### config.mk
export PLATFORM = sky130hd
export DESIGN_NAME = div_ratio_ctrl
export DESIGN_NICKNAME = d
export VERILOG_FILES = /design/src/rtl/div_ratio_ctrl.sv
export SDC_FILE = /design/constraint.sdc
export NUM_CORES = 1
export LEC_CHECK = 0
export ABC_AREA = 1
export CORE_UTILIZATION = 41
export CTS_BUF_LIST = sky130_fd_sc_hd__clkbuf_8
export DETAILED_ROUTE_END_ITERATION = 16
export PLACE_DENSITY = 0.71
export SLEW_MARGIN = 15
export SYNTH_ARGS = -nofsm -noshare
export SYNTH_HDL_FRONTEND = slang
export SYNTH_SLANG_ARGS = --single-unit
### constraint.sdc
create_clock -name i_ref_clk -period 1.3 [get_ports i_ref_clk]
set_input_delay 0.195 -clock i_ref_clk [delete_from_list [all_inputs] [get_ports i_ref_clk]]
set_output_delay 0.195 -clock i_ref_clk [all_outputs]
set_load 0.02 [all_outputs]
### src/rtl/div_ratio_ctrl.sv
// Divider ratio controller: gates the downstream divider on a falling edge of
// its output (or after a bounded wait), loads the new ratio, then re-enables it.
module div_ratio_ctrl #(
   parameter int INT_WIDTH = 8,
   parameter int RST_RATIO = 1
) (
   input  logic                 i_ref_clk,
   input  logic                 i_rst_n,
   input  logic                 i_req_valid,
   input  logic [INT_WIDTH-1:0] i_req_ratio,
   output logic                 o_req_ready,
   input  logic                 i_div_clk,
   output logic [INT_WIDTH-1:0] o_div_ratio,
   output logic                 o_clk_en,
   output logic                 o_update,
   output logic                 o_timeout
);

   localparam int                   CW     = INT_WIDTH + 1;
   localparam logic [INT_WIDTH-1:0] RST_R  = INT_WIDTH'(RST_RATIO);
   localparam logic                 RST_EN = (RST_RATIO >= 2);

   typedef enum logic [1:0] {
      IDLE,
      WAIT_EDGE,
      GATE,
      RESUME
   } state_t;

   state_t               state_q, state_d;
   logic [CW-1:0]        cnt_q, cnt_d;
   logic [INT_WIDTH-1:0] pend_q, pend_d;
   logic [INT_WIDTH-1:0] ratio_q, ratio_d;
   logic                 en_q, en_d;
   logic                 upd_q, upd_d;
   logic                 to_q, to_d;
   logic                 prev_q;
   logic                 accept;
   logic                 fall;
   logic                 cnt_max;

   assign accept  = i_req_valid && (state_q == IDLE);
   assign fall    = prev_q && !i_div_clk;
   assign cnt_max = &cnt_q;

   always_ff @(posedge i_ref_clk or negedge i_rst_n) begin
      if (!i_rst_n) state_q <= IDLE;
      else          state_q <= state_d;
   end

   always_comb begin
      state_d = state_q;
      case (state_q)
         IDLE: begin
            if (accept) state_d = en_q ? WAIT_EDGE : GATE;
         end
         WAIT_EDGE: begin
            if (fall || cnt_max) state_d = GATE;
         end
         GATE:    state_d = RESUME;
         RESUME:  state_d = IDLE;
         default: state_d = IDLE;
      endcase
   end

   // Edge takes priority over the wait limit, so a coincident timeout is silent.
   always_comb begin
      cnt_d   = cnt_q;
      pend_d  = pend_q;
      ratio_d = ratio_q;
      en_d    = en_q;
      upd_d   = 1'b0;
      to_d    = 1'b0;
      if (state_q == WAIT_EDGE) cnt_d = cnt_q + CW'(1);
      if (accept) begin
         cnt_d  = '0;
         pend_d = i_req_ratio;
      end
      if (state_d == GATE) en_d = 1'b0;
      if (state_q == GATE) begin
         ratio_d = pend_q;
         en_d    = |pend_q[INT_WIDTH-1:1];
         upd_d   = 1'b1;
      end
      to_d = (state_q == WAIT_EDGE) && !fall && cnt_max;
   end

   always_ff @(posedge i_ref_clk or negedge i_rst_n) begin
      if (!i_rst_n) begin
         cnt_q   <= '0;
         pend_q  <= RST_R;
         ratio_q <= RST_R;
         en_q    <= RST_EN;
         upd_q   <= 1'b0;
         to_q    <= 1'b0;
         prev_q  <= 1'b0;
      end else begin
         cnt_q   <= cnt_d;
         pend_q  <= pend_d;
         ratio_q <= ratio_d;
         en_q    <= en_d;
         upd_q   <= upd_d;
         to_q    <= to_d;
         prev_q  <= i_div_clk;
      end
   end

   assign o_req_ready = (state_q == IDLE);
   assign o_div_ratio = ratio_q;
   assign o_clk_en    = en_q;
   assign o_update    = upd_q;
   assign o_timeout   = to_q;

endmodule
# --- Yosys cells after proc, flatten, opt, wreduce, memory -nomap -nowiden ---
# Cells that the tools add are included.
classes:
  n_addsub: 1
  multipliers: 0
  div_mod_pow: 0
  order_cmp: 0
  n_eq_ne: 4
  n_shift: 0
  muxes: 9
  bitwise: 0
  n_reduce_logical: 12
ops:
  columns: ["cell", "count"]
  rows:
  - ["2-to-1 mux 9 bit", 2]
  - ["adder 9 x 1 -> 9 bit, second input constant", 1]
  - ["AND reduction 9 bit", 1]
  - ["one-hot mux 2 bit (4 select lines)", 1]
  - ["OR reduction 7 bit", 1]
  - ["== test 2 bit, second input constant", 3]
  - ["2-to-1 mux 2 bit", 3]
  - ["logical AND 1 bit", 4]
  - ["nonzero test 2 bit", 2]
  - ["2-to-1 mux 1 bit", 3]
  - ["== test 2 x 1 -> 1 bit, second input constant", 1]
  - ["logical NOT 1 bit", 2]
  - ["logical NOT 2 bit", 1]
  - ["logical OR 1 bit", 1]
word_totals:
  reg_bits: 31
  latch_bits: 0
  ramBits: 0
  mem_bits_ro: 0
  in_bits: 12
  word_cells: 34
  mem_count: 0

# --- Longest topological paths before layout ---
depth:
  ltp_word: 8
  ltp_mapped: 8
  mapped_depth_nobuf: 8

# --- Worst setup path after synthesis ---
# No wires, ideal clock.
synth_timing:
  kind: "flip-flop to flip-flop"
  start: "register cnt_q[1]"
  end: "register en_q, in the netlist o_clk_en"
  arrival_time_ns: 1.300
  t_required_ns: 1.180
  slack_ns: -0.121
  stages_incl_launch_ff: 9
  path_cell_list: "dfrtp_1 ha_1 nand3_1 nor3_1 ha_1 o21bai_1 nand2_1 nand3_1 nand2_1"
synth_via:
  elab_chain_cells: 6
synth_rtl:
  columns: ["element", "line_no", "source"]
  rows:
  - ["start: declaration", "31", "logic [CW-1:0] cnt_q, cnt_d;"]
  - ["start signal: assignment", "98", "cnt_q <= cnt_d;"]
  - ["AND reduction 9 bit", "44", "assign cnt_max = &cnt_q;"]
  - ["logical OR 1 bit", "58", "if (fall || cnt_max) state_d = GATE;"]
  - ["2-to-1 mux 2 bit", "58", null]
  - ["one-hot mux 2 bit (4 select lines)", "53", "case (state_q)"]
  - ["== test 2 bit", "79", "if (state_d == GATE) en_d = 1'b0;"]
  - ["nonzero test 2 bit (no source line)", null, null]
  - ["end signal: assignment", "101", "en_q <= en_d;"]
  - ["end: declaration", "34", "logic en_q, en_d;"]
# Every way passes these cells.
# A chain may end at the register's enable or synchronous reset.

# --- Final worst setup path ---
layout_timing:
  start: "register cnt_q[0]"
  end: "register en_q, in the netlist o_clk_en"
# The elaborated chain is that of the path after synthesis.

==> metrics.cfg <==
[worst_setup_path]
worstPathCellList = ha_4, nand3_4, nor3_4, ha_4, o21bai_4, nand2_2, nand3_2, nand2_1
cp_slowest_cell = dfrtp_1
required_ns = 1.47
critPathCaptureType = flip-flop
critPathArrivalTime_ns = 1.55
path_class = flip-flop to flip-flop
path_max_fanout = 2
cpPeakStageDelay_ns = 0.39
start_kind = flip-flop
critPathMostFrequentCell = ha_4

[clocking]
cts_hold_buffers = 0
path_clk_slew_ns = 0.06
clock_sinks = 31
h-tree-depth = 2
clock_latency_ns = 0.28
cts_buffer_depth = 2
tritoncts = yes
cts_buffers = 5
clock_tree.root_cell = clkbuf_8

[routing]
vias = 1205
wl_per_cell_um = 12.6
totalWireLength_um = 3100
drtIter0Drc = 63
ant_nets = 0
drc = 0
drtPass1Iterations = 5
avgViaCountPerCell = 4.88

[synthesis]
yosys_warnings = 0
synth-seq-cells = 31
syn_nets = 170
synth_cells = 156
syn_area_um2 = 1380
ys_types = 21
synth_area_per_cell_um2 = 8.81
yosysSeqAreaShare_pct = 56.6

[global_route]
gr-total-overflow = 0
antenna_found_initial = 0
grt_pass1_vias = 1168
grt_max_degree = 32
globalRouteTotalUtil_pct = 20.2
grt_pass1_wl_um = 5170

[flow_run]
drv_cap = 0

[sta]
slew_headroom_pct = 85.0
layout_min_cycle_time_ns = 1.38
finalSetupViolations = 3
tns_ns = -0.180
rsz0062_at_grt = yes
fmaxAchievable_ghz = 0.727
clock_skew_ns = 0.00232
timing.final.ws_setup_ns = -0.0753
period_share_pct = 106
maxSlewViolCount = 0
worst_pin_slew_ns = 0.225
hold_viol_final = 0

[final_layout]
final_common_cell = nand2_1
synthToLayoutAreaGrowth_pct = 41.2
antenna_cells = 0
layout_common_cells = nand2_1 (46), dfrtp_1 (29), inv_1 (19), o21ai_0 (19), buf_4 (19)
layout-drive-gt1-share_pct = 22.2
final_nets = 216
finalInstanceArea_um2 = 1940

[power_and_ir_drop]
p_leak_nw = 0.984
power_density_nw_per_um2 = 2070
vdd_drop_max_uv = 1020

[status]
status = complete, but fails checks
violations = setup timing

[die]
ioPinCount = 24
die_w_um = 59.9
die_y_um = 59.9
die_area_um2 = 3590
placementRows = 20
core_area_um2 = 3130
initial_core_util_pct = 44.0

[placement]
io_buffers = 23
place.gp.congestion = 0.840
placed_cell_area_um2 = 1780
hpwl_um = 2020

[worst_hold_path]
hp-class = input pin to async pin

## where the power goes
part / switching [W] / leakage [nW] / internal (W) / total (W)
registers: 0.000185 / 0.394 / 0.00132 / 0.00151
logic: 0.000987 / 0.534 / 0.000703 / 0.00169
clock network: 0.000355 / 0.0557 / 0.000475 / 0.000830
## state kept, by name, summed over array words and instances (netlist names)
name / flops
cnt_q: 9
o_clk_en: 1
o_div_ratio: 8
o_timeout: 1
o_update: 1
pend_q: 8
prev_q: 1
state_q: 2
## per-stage QoR
stage                     setup WS [ns]  total power, W  hold WS [ns]  std cells  utilization, %
after global routing             -0.144         0.00433         0.277        247            62.1
final                           -0.0753         0.00403         0.270        247            62.1
after CTS                       -0.0681         0.00403         0.277        246            61.0
after floorplan                 -0.0478         0.00247        -0.101        156               -
after global placement          -0.0541         0.00316         0.467        235            57.0
after detailed placement        -0.0791         0.00323         0.477        235            57.0
## layout make-up
class                      count  area (um^2)
sequential                    31          778
multi-input combinational    102          556
timing repair buffer          43          377
tap                           44         55.1
clock inverter                 1         3.75
clock buffer                   7         96.3
inverter                      19         76.3
fill                         281         1190
## timing repair
item,4_1_cts,5_1_grt
gates cloned,0,0
gates resized for setup,19,6
pin swaps,2,1
buffers inserted,3,1
setup endpoints to repair,15,8
## cell families after synthesis
group	after synthesis	synth area share, %
buf+inv	23	8.10
simple gates	74	22.9
flops	31	56.6
fa+ha+maj	2	1.82
compound gates	26	10.6
## Yosys cell counts, drive strengths merged
| master | number | area share [%] |
|---|---|---|
| clkbuf | 1 | 0.36 |
| nand2 | 48 | 14 |
| nor2 | 9 | 2.8 |
| nand4 | 3 | 1.4 |
| inv | 19 | 5.6 |
| a21oi | 1 | 0.36 |
| nor3 | 1 | 0.36 |
| dfrtp | 29 | 53 |
| o21ai | 22 | 8.6 |
| ha | 2 | 1.8 |
| o21bai | 1 | 0.55 |
| dfstp | 2 | 3.8 |
| buf | 3 | 2.2 |
| nand3 | 13 | 4.7 |
| o211ai | 2 | 1.1 |
## worst max-delay path: cells and delay by family, from the launching register on
| kind | cells | cell delay [ns] |
|---|---|---|
| AOI/OAI and AO/OA | 1 | 0.12 |
| adders and majority gates | 2 | 0.32 |
| DFF | 1 | 0.39 |
| and+or+nand+nor | 5 | 0.43 |
## worst paths after layout
kind / endpoint / slack, ns / cells after the start / from
max: o_clk_en / -0.08 / 8 / cnt_q[0]
min: o_timeout / 0.27 / 2 / i_rst_n
max reg2reg: o_clk_en / -0.08 / 8 / cnt_q[0]
min reg2reg: o_div_ratio[4] / 0.48 / 2 / o_div_ratio[4]
max in group asynchronous: o_div_ratio[0] / 0.80 / 2 / i_rst_n
min in group i_ref_clk: pend_q[0] / 0.44 / 3 / i_req_ratio[0]
## routing by layer
layer / up-vias / part of all wire [%] / global-route usage, %
li1: 591 / - / -
met1: 577 / 43 / 24.6
met2: 29 / 50 / 31.1
met3: 8 / 5.5 / 8.23
met4: 0 / 1.3 / 9.30
met5: - / 0 / 0
Note: power is estimated with default switching activity, not from simulation.
